$ cat src/rtl/wb_arbiter.sv
// wb_arbiter: writeback-port arbiter between pipeline and a one-entry long-latency result buffer with anti-starvation.
// Optional macro WB_FWD_EN adds fwd_valid/fwd_rd/fwd_data bypass outputs showing the buffer contents.
module wb_arbiter #(
  parameter int STARVE_MAX = 4
) (
  input  logic        clk,
  input  logic        rst,
  input  logic        pipe_valid,
  input  logic [4:0]  pipe_rd,
  input  logic [63:0] pipe_data,
  input  logic        lat_valid,
  input  logic [4:0]  lat_rd,
  input  logic [63:0] lat_data,
  output logic        lat_ready,
  output logic        stall_req,
`ifdef WB_FWD_EN
  output logic        fwd_valid,
  output logic [4:0]  fwd_rd,
  output logic [63:0] fwd_data,
`endif
  output logic        rf_we,
  output logic [4:0]  rf_rd,
  output logic [63:0] rf_data
);
  typedef enum logic [1:0] {IDLE, HELD, FORCE} state_t;
  state_t      state_q, state_d;
  logic [3:0]  cnt_q, cnt_d;
  logic [4:0]  buf_rd_q, buf_rd_d;
  logic [63:0] buf_data_q, buf_data_d;
  logic        we_q, we_d;
  logic [4:0]  rd_q, rd_d;
  logic [63:0] data_q, data_d;
  logic        pipe_w, accept, starved;
  assign lat_ready = state_q == IDLE;
  assign stall_req = state_q == FORCE;
  assign pipe_w    = pipe_valid && pipe_rd != 5'd0;
  assign accept    = lat_valid && lat_ready && lat_rd != 5'd0;
  assign starved   = {1'b0, cnt_q} + 5'd1 >= 5'(STARVE_MAX);
  assign rf_we     = we_q;
  assign rf_rd     = rd_q;
  assign rf_data   = data_q;
`ifdef WB_FWD_EN
  assign fwd_valid = state_q != IDLE;
  assign fwd_rd    = buf_rd_q;
  assign fwd_data  = buf_data_q;
`endif
  always_comb begin
    state_d    = state_q;
    cnt_d      = cnt_q;
    buf_rd_d   = buf_rd_q;
    buf_data_d = buf_data_q;
    we_d       = 1'b0;
    rd_d       = rd_q;
    data_d     = data_q;
    case (state_q)
      IDLE: begin
        if (pipe_w) begin
          we_d   = 1'b1;
          rd_d   = pipe_rd;
          data_d = pipe_data;
        end
        if (accept) begin
          state_d    = HELD;
          cnt_d      = 4'd0;
          buf_rd_d   = lat_rd;
          buf_data_d = lat_data;
        end
      end
      HELD: begin
        we_d    = 1'b1;
        rd_d    = pipe_w ? pipe_rd : buf_rd_q;
        data_d  = pipe_w ? pipe_data : buf_data_q;
        cnt_d   = !pipe_w ? 4'd0 : (cnt_q == 4'hf ? cnt_q : cnt_q + 4'd1);
        state_d = !pipe_w ? IDLE : (starved ? FORCE : HELD);
      end
      default: begin
        we_d    = 1'b1;
        rd_d    = buf_rd_q;
        data_d  = buf_data_q;
        cnt_d   = 4'd0;
        state_d = IDLE;
      end
    endcase
  end
  always_ff @(posedge clk) begin
    if (rst) begin
      state_q    <= IDLE;
      cnt_q      <= 4'd0;
      buf_rd_q   <= 5'd0;
      buf_data_q <= 64'd0;
      we_q       <= 1'b0;
      rd_q       <= 5'd0;
      data_q     <= 64'd0;
    end else begin
      state_q    <= state_d;
      cnt_q      <= cnt_d;
      buf_rd_q   <= buf_rd_d;
      buf_data_q <= buf_data_d;
      we_q       <= we_d;
      rd_q       <= rd_d;
      data_q     <= data_d;
    end
  end
endmodule

$ cat config.mk
export PLATFORM = sky130hd
export DESIGN_NAME = wb_arbiter
export DESIGN_NICKNAME = d
export VERILOG_FILES = /design/src/rtl/wb_arbiter.sv
export SDC_FILE = /design/constraint.sdc
export NUM_CORES = 1
export LEC_CHECK = 0
export CAP_MARGIN = 20
export CORE_ASPECT_RATIO = 2
export CORE_MARGIN = 2
export CORE_UTILIZATION = 47
export DETAILED_ROUTE_END_ITERATION = 16
export MAX_ROUTING_LAYER = met4
export PLACE_DENSITY = 0.95
export SLEW_MARGIN = 0
export SYNTH_ARGS = -nofsm -noshare
export SYNTH_HDL_FRONTEND = slang
export SYNTH_SLANG_ARGS = --single-unit
$ cat constraint.sdc
create_clock -name clk -period 2.9 [get_ports clk]
set_clock_uncertainty 0.2 [all_clocks]
set_input_delay 0.58 -clock clk [delete_from_list [all_inputs] [get_ports clk]]
set_output_delay 0.58 -clock clk [all_outputs]
set_load 0.005 [all_outputs]
## Yosys cells after proc, flatten, opt, wreduce, memory -nomap -nowiden

Index checks and enable logic that the tools add are counted.

| storage, ports and cells | value |
|---|---|
| output and inout port bits | 72 |
| input port bits | 142 |
| logic and storage cells | 40 |
| bits in registers | 145 |

| cells by class | value |
|---|---|
| mux-type cells | 16 |
| eq/ne operators | 6 |
| reductions and logical operators | 8 |
| order comparisons | 1 |
| add/sub/neg operators | 2 |

Operator list:

| operator | number |
|---|---|
| $mux W64 | 2 |
| $pmux W64 S2 | 1 |
| $mux W4 | 3 |
| $mux W5 | 2 |
| $pmux W5 S2 | 1 |
| $reduce_bool A5 Y1 | 2 |
| $pmux W4 S2 | 1 |
| $mux W2 | 3 |
| $add A4 B1 Y5 const B | 1 |
| $ge A5 B3 Y1 const B | 1 |
| $add A4 B1 Y4 const B | 1 |
| $eq A4 B4 Y1 const B | 1 |
| $ne A2 B1 Y1 const B | 2 |
| $pmux W2 S2 | 1 |
| $reduce_and A2 Y1 | 2 |
| $logic_and A1 B1 Y1 | 3 |
| $ne A3 B3 Y1 const B | 1 |
| $eq A2 B1 Y1 const B | 1 |
| $eq A2 B2 Y1 const B | 1 |
| $logic_not A2 Y1 | 1 |
| $mux W1 | 2 |

## Depth between registers and ports, before layout

Gate-level depths: netlist of the first run.

| logic depth | value |
|---|---|
| word-level depth | 5 |
| mapped depth | 8 |
| depth with buffers taken out | 5 |

## Worst setup path after synthesis of the first run

No wires, ideal clock.

| timing path | value |
|---|---|
| path kind | input to register |
| start | input lat_rd[4] |
| end | register buf_data_q[0] |
| arrival time | 1756 ps |
| stages | 6 |
| required time | 2568 ps |
| library setup time | 132 ps |
| path buffers | 2 |
| slack | 812 ps |
| cell sequence | or3_4 -> o311a_1 -> buf_2 -> buf_2 -> nand2_1 -> a21oi_1 |

| on the way | value |
|---|---|
| word-level cells in the longest chain between the ends | 3 |

RTL lines:

| what | line | RTL |
|---|---|---|
| start, declared | 12 | `input logic [4:0] lat_rd,` |
| $reduce_bool A5 Y1 | 37 | `assign accept = lat_valid && lat_ready && lat_rd != 5'd0;` |
| $logic_and A1 B1 Y1 | 37 |  |
| $reduce_and A2 Y1 (no source line) | n/a |  |
| end signal, assigned | 98 | `buf_data_q <= buf_data_d;` |
| end, declared | 29 | `logic [63:0] buf_data_q, buf_data_d;` |

No other way between the ends.
A chain may end at the register's enable or synchronous reset.

## Worst setup path in the final report of the first run

| timing path | value |
|---|---|
| start | register state_q[1] |
| end | output stall_req |

| on the way | value |
|---|---|
| word-level cells in the longest chain between the ends | 1 |

RTL lines:

| what | line | RTL |
|---|---|---|
| start, declared | 26 | `state_t state_q, state_d;` |
| start signal, assigned | 95 | `state_q <= state_d;` |
| $eq A2 B2 Y1 | 35 | `assign stall_req = state_q == FORCE;` |
| end, declared | 15 | `output logic stall_req,` |

No other way between the ends.

==> impl_results.md, run 1 <==
* Antenna viol nets, final at 0
* RSZ-0062 raised after global routing: false
* First DRT Iteration DRCs at 347
* Critical Path RT at 2.12 ns
* Via/cell ratio at 5.43
* Critical path cell sequence: nor2b_1, clkdlybuf4s50_1
* Measured slew at the worst slew-check pin at 0.765 ns
* GRT Total Usage at 27.6%
* Final Net Count at 1014
* FP Rows at 55
* Fin. Hold Viols at 0
* Max incr delay on CP at 0.59 ns
* Inserted Clock Buffers at 17
* Normalized max-slew margin at 48.9%
* Achievable Freq at 395 MHz
* Initial Utilization at 48.2%
* CP Max Fanout at 12
* Post-Syn Nets at 815
* Run status: finished, final reports clean
* Multi-input gate area at 2350 sq um
* Cell area after layout at 8360 sq um
* Routability Congestion at 0.853
* Initial DRT Pass Iterations at 4
* Slowest CP cell: dfxtp_1
* FF+latch area at 2900 sq um
* Max-cap violations at 0
* Setup violations, final at 0
* Overflow after GRT at 0
* Initial antenna violation count at 0
* CTS Buffer Depth at 2
* Worst-case vdd ir drop at 0.491 mV
* Max-slew violations at 0
* Post-DP Area at 7760 sq um
* Syn. warnings at 0
* Clk root buf: clkbuf_16
* Ports at 214
* Number of synthesized register bits at 145
* Die Ht at 157 um
* Post-CTS setup buffers at 0
* RR Startpoint: state_q[1]$_SDFFE_PP0P_
* Post-CTS sizing at 0
* PD cells at 610 nW/um^2
* WHS at 0.235 ns
* Period utilization at 87.2%
* Clock latency on the worst-skew pair at 0.42 ns
* Top Family by Delay on Critical Path: flip-flops
* Netlist cell types at 38
* Vias in the first global route at 5693
* Largest net degree at the start of global routing at 37
* Antenna diode count at 0
* First-pass GRT wire length at 26300 um
* Startpoint types: flip-flop
* Leak Pwr at 3.37 nW
* Crit path DAT at 1.75 ns
* Number of buffers added on ports at 213
* Total Wirelength at 16800 um
* CTS H-tree depth at 4
* Worst Path Buf+Inv at 1
* CTS Hold Bufs at 0
* Crit. End Element: output port
* Hpwl dp at 11800 um
* Sequential share of the synthesized area at 53.0%
* Worst Setup SP: state_q[1]$_SDFFE_PP0P_
* Fill count at 760
* Critical path class: reg -> out
* Core Box Area at 11400 sq um
* Die footprint at 12600 sq um
* Area growth from synthesis to layout at 52.6%
* # clock sinks at 145
* Routed WL per cell at 16.3 um
* Hold path startpoint: buf_data_q[14]$_SDFFE_PP0P_
* CTS clk-pin slew, worst paths at 0.06 ns
* CTS tree: done
* Setup_tns at 0 ns
* Mapped cell area at 5480 sq um
* Via count at 5562
* Layout cells sized above 1 at 6.46%
* Post-Syn Instances at 671
* Tmin final at 2.53 ns
* # DRC at 0
* Average cell area after synthesis at 8.16 sq um
* Type of the tightest min-delay check: reg -> reg
* Die Span X at 80.3 um
==> flip-flops by register name, summed over array words and instances, names as in the netlist <==
name        flops
state_q         2
rf_rd           5
buf_data_q     64
buf_rd_q        5
rf_data        64
cnt_q           4
rf_we           1
==> worst paths after layout <==
kind                            depth (start not counted)                        to  slack, ns
worst min register to register                          2  rf_data[14]$_SDFFE_PP0P_       0.24
worst min-delay path                                    2  rf_data[14]$_SDFFE_PP0P_       0.24
worst max-delay path                                    2                 stall_req       0.37
worst max register to register                          5  rf_data[20]$_SDFFE_PP0P_       0.84
==> power by group <==
group	switching, mW	leakage [nW]	total (mW)	internal (mW)
Sequential	0.0730	1.19	2.20	2.13
Clock	0.883	0.291	2.19	1.31
Combinational	0.305	1.89	0.709	0.404
==> area by class of cell <==
| type | count | share of cell area [%] |
|---|---|---|
| clock inverters | 13 | 1.80 |
| clock buffers | 19 | 5.30 |
| flip-flops and latches | 145 | 34.7 |
| multi-input cells | 474 | 28.2 |
| inverters | 4 | 0.180 |
| repair buffers | 228 | 27.7 |
| well taps | 142 | 2.13 |
==> Yosys cell counts <==
library cell  instances  area share [%]
a2111oi_0             1            0.16
a2111oi_2             1            0.27
a211oi_1              1            0.14
a211oi_2              1            0.23
a21boi_0              1            0.14
a21o_1                3            0.41
a21oi_1              75             6.9
a221o_1               1            0.18
a22oi_1              69             9.5
a31o_2                1            0.16
a31oi_1               2            0.23
a32o_1                1            0.18
a32oi_1               2            0.32
and3_1                2            0.23
buf_2                23             2.1
buf_4                 3            0.41
clkbuf_1             22             1.5
dfxtp_1             145              53
ha_1                  2            0.46
inv_1                 4            0.27
nand2_1             274              19
nand2b_1              3            0.34
nand3_1               3            0.27
nor2_1                7            0.48
nor2_4                1            0.21
nor2b_1               3            0.34
nor3_1                3            0.27
nor3_2                1            0.18
nor3b_1               1            0.14
nor4_1                2            0.23
nor4b_1               1            0.16
o21ai_0               6            0.55
o21ba_2               1            0.18
o311a_1               1            0.18
o311ai_4              1            0.48
o32ai_1               1            0.16
or3_4                 1            0.21
or4_1                 1            0.14
==> cells in the final DEF, fill, tap and decap left out, types with 2 or more instances in the layout <==
master           Yosys  layout
nand2_1            274     274
clkbuf_16            0      17
inv_1                4       4
nor4_1               2       2
dfxtp_1            145     145
nand2b_1             3       3
a32oi_1              2       2
clkinv_4             0       3
a21o_1               3       3
clkinv_2             0       2
and3_1               2       2
o21ai_0              6       6
nor2b_1              3       3
inv_6                0       4
ha_1                 2       2
a31oi_1              2       2
a21oi_1             75      75
nor2_1               7       7
bufinv_16            0       2
clkdlybuf4s50_1      0     212
nor3_1               3       3
a22oi_1             69      69
buf_4                3       9
nand3_1              3       3
buf_12               0       6
==> metrics by stage <==
stage | util [%] | setup WS (ns) | power [mW] | instances
floorplan | - | 0.812 | 2.51 | 671
global placement | 68.4 | 0.218 | 2.92 | 993
detailed placement | 68.4 | 0.179 | 2.94 | 993
CTS | 73.6 | 0.379 | 5.12 | 1025
global route | 73.6 | 0.325 | 5.28 | 1025
finish | 73.6 | 0.372 | 5.10 | 1025
==> cell families after synthesis <==
group,count (synthesis),share of synthesized area (%)
adder cells (fa/ha/maj),2,0.457
flip-flops,145,53.0
AND/OR/NAND/NOR,303,22.0
AO/OA/AOI/OAI,169,20.3
buffers and inverters,52,4.29
==> per-layer routing <==
layer / vias to the layer above / track usage [%] / part of all wire [%]
li1: 2666 / - / -
met2: 235 / 49.9 / 55
met1: 2603 / 27.3 / 36
met4: 0 / 14.2 / 4.7
met3: 58 / 5.02 / 4.9
met5: - / - / 0
==> worst min-delay path, stage by stage (launching register included) <==
cell	delay, ns
dfxtp_1	0.31
nand2_1	0.05
nand2_1	0.04
Power figures use the tool's default switching activity.
==> inputs of run 2 (changes only) <==
ABC_AREA = 1   (was default)
CORE_MARGIN = default   (was 2)
CORE_UTILIZATION = 41   (was 47)
PLACE_DENSITY = 0.87   (was 0.95)
clock period = 2.13 ns   (was 2.9 ns; I/O delays follow)
==> impl_results.md, run 2 <==
* Post-Synth Simple-Gate Area at 35.4%
* Most frequent cells in the layout: nand2_1 (218), clkdlybuf4s50_1 (211), dfxtp_1 (145)
* Seq pwr share at 40.1%
* Clock latency on the worst-skew pair at 0.41 ns
* Post-DP Area at 8740 sq um
* FF-to-FF setup slack at 0.29 ns
* Fin. Hold Viols at 0
* Worst-case vdd ir drop at 0.579 mV
* Post-synth EDFFs at 0
* Fill count at 1236
* Syn. warnings at 0
* Max layer used: met4
* Tmin final at 1.95 ns
* Clk root buf: clkbuf_16
* Sequential share of the synthesized area at 46.4%
* Most frequent cell after synthesis: nand2_1
* Routability Congestion at 0.857
* Critical Path RT at 1.50 ns
* FFs w/ async S/R, synth at 0%
* WHS at 0.249 ns
* Via/cell ratio at 4.93
* Largest family of logic cells by synthesized area: simple AND/OR/NAND/NOR gates
* Clock share of power at 36.7%
* Slowest CP cell: clkdlybuf4s50_1
* CTS Hold Bufs at 0
* # clock sinks at 145
* GRT Total Usage at 25.1%
* Largest net degree at the start of global routing at 44
* Crit path DAT at 1.33 ns
* CTS tree: done
* Area fraction in compound gates after synthesis at 7.26%
* CP Max Fanout at 2
* Most area-hungry cell type in the Yosys netlist: dfxtp_1
* Post-Syn Instances at 887
* FP Rows at 63
* DRT met1 WL at 7000 um
* Hold Path Depth at 2
* Worst Path Buf+Inv at 1
* Max-slew violations at 0
* Mux contribution to synthesized area at 0%
* Die Span X at 89.4 um
* Crit. End Element: output port
* Ports at 214
* Ys flop type: dfxtp_1
* Max-cap violations at 0
* Cell area after layout at 9360 sq um
* Overflow after GRT at 0
* CTS Buffer Depth at 2
* Internal at 5.76 mW
* Combinational share of power at 23.2%
* Final Net Count at 1234
* RSZ-0062 raised after global routing: false
* Top cells by area, synth: dfxtp_1 (46%), nand2_1 (13%), nand3_1 (7.3%)
* # DRC at 0
* Hpwl dp at 13400 um
* PD cells at 860 nW/um^2
* DR WL met2 at 10300 um
* Total Wirelength at 19000 um
* Max incr delay on CP at 0.57 ns
* Average cell area after synthesis at 7.06 sq um
* Number of buffers added on ports at 213
* Fin util at 62.8%
* Run status: finished, final reports clean
* Initial Utilization at 42.0%
* Mapped cell area at 6260 sq um
* Startpoint types: flip-flop
* First DRT Iteration DRCs at 344
* Switch Pwr at 2.29 mW
* Inserted Clock Buffers at 17
* Setup violations, final at 0
* Area growth from synthesis to layout at 49.5%
* Initial DRT Pass Iterations at 5
* Measured slew at the worst slew-check pin at 0.393 ns
* First-pass GRT wire length at 29200 um
* Initial antenna violation count at 2
* Post-Synth Adder-Cell Area at 0.400%
* Power Total at 8.05 mW
* Vias in the first global route at 6030
* Netlist cell types at 25
* Reg2Reg Depth at 9
* Die footprint at 15800 sq um
* Type of the tightest min-delay check: reg -> reg
* Switch share at 28.4%
* Top cells by instance count after synthesis: nand2_1 (220), dfxtp_1 (145), nor2_1 (121)
* Top cell type's share of synthesized area at 46.4%
* Post-Syn Nets at 1031
* Antenna viol nets, final at 0
* CTS H-tree depth at 4
* CTS clk-pin slew, worst paths at 0.06 ns
* Critical path cell sequence: clkdlybuf4s50_1
* Routed WL per cell at 14.6 um
* Via count at 6410
* Normalized max-slew margin at 73.8%
* Leak Pwr at 4.26 nW
* Critical path depth in cells at 1
* Die Ht at 177 um
* Top Family by Delay on Critical Path: buffers and inverters
* Period utilization at 91.6%
* XOR/XNOR Fraction of Synth Area at 0.140%
* Core Box Area at 14900 sq um
* Layout cells sized above 1 at 6.62%
* Achievable Freq at 512 MHz
* Critical path class: reg -> out
* Number of synthesized register bits at 145
* Commonest non-fill, non-tap cell in the layout: nand2_1
* Met3 wire length at 783 um
[run 2: final cells by class]
| cell class | count | area [sq um] | share of cell area [%] |
|---|---|---|---|
| clock inverters | 14 | 154 | 1.64 |
| diodes | 3 | 7.51 | 0.0802 |
| repair buffers | 240 | 2520 | 26.9 |
| multi-input cells | 589 | 2730 | 29.2 |
| flip-flops and latches | 145 | 2900 | 31.0 |
| inverters | 97 | 372 | 3.97 |
| well taps | 195 | 244 | 2.61 |
| clock buffers | 18 | 429 | 4.59 |
[run 2: power groups by stage]
stage	combinational (mW)	clock, mW	sequential [mW]
floorplan	0.888	0	3.26
global placement	1.81	0	3.27
detailed placement	1.85	0	3.28
CTS	1.88	3.00	3.22
global route	2.05	3.12	3.26
finish	1.87	2.95	3.23
[run 2: cell families (layout without fill, tap and decap cells)]
| group | after synthesis | after routing |
|---|---|---|
| AND/OR/NAND/NOR | 496 | 496 |
| buffers and inverters | 153 | 369 |
| flip-flops | 145 | 145 |
| AO/OA/AOI/OAI | 90 | 90 |
| adder cells (fa/ha/maj) | 2 | 2 |
| XOR/XNOR | 1 | 1 |
| other | 0 | 3 |
[run 2: worst register-to-register path, delay by kind of cell, from the launching register on]
kind                   cells  cell delay [ns]
AND/OR/NAND/NOR            7             0.92
flip-flops                 1             0.32
buffers and inverters      2             0.29
[run 2: what timing repair did]
action / 4_1_cts / 5_1_grt
resized for setup: 6 / 0
endpoints found under the setup margin: 2 / 0
endpoints found under the hold margin: 0 / 0
buffers inserted: 2 / 0
[run 2: worst paths after layout]
check,start,end
worst max register to register,state_q[1]$_SDFFE_PP0P_,cnt_q[3]$_SDFFE_PP0P_
worst max-delay path,rf_data[19]$_SDFFE_PP0P_,rf_data[19]
worst min register to register,rf_data[33]$_SDFFE_PP0P_,rf_data[33]$_SDFFE_PP0P_
worst min-delay path,rf_data[33]$_SDFFE_PP0P_,rf_data[33]$_SDFFE_PP0P_
[run 2: through the flow]
step | cells | TNS, ns | setup slack (ns)
final | 1301 | 0 | 0.179
after global routing | 1300 | 0 | 0.126
after CTS | 1298 | 0 | 0.171
after detailed placement | 1264 | -3.40 | -0.104
after global placement | 1264 | -0.189 | -0.0196
after floorplan | 887 | 0 | 0.546
[run 2: per-layer routing]
metal	global-route usage (%)	up-vias
met1	25.1	2913
met2	44.6	241
met5	-	-
met4	13.8	0
li1	-	3191
met3	4.52	65
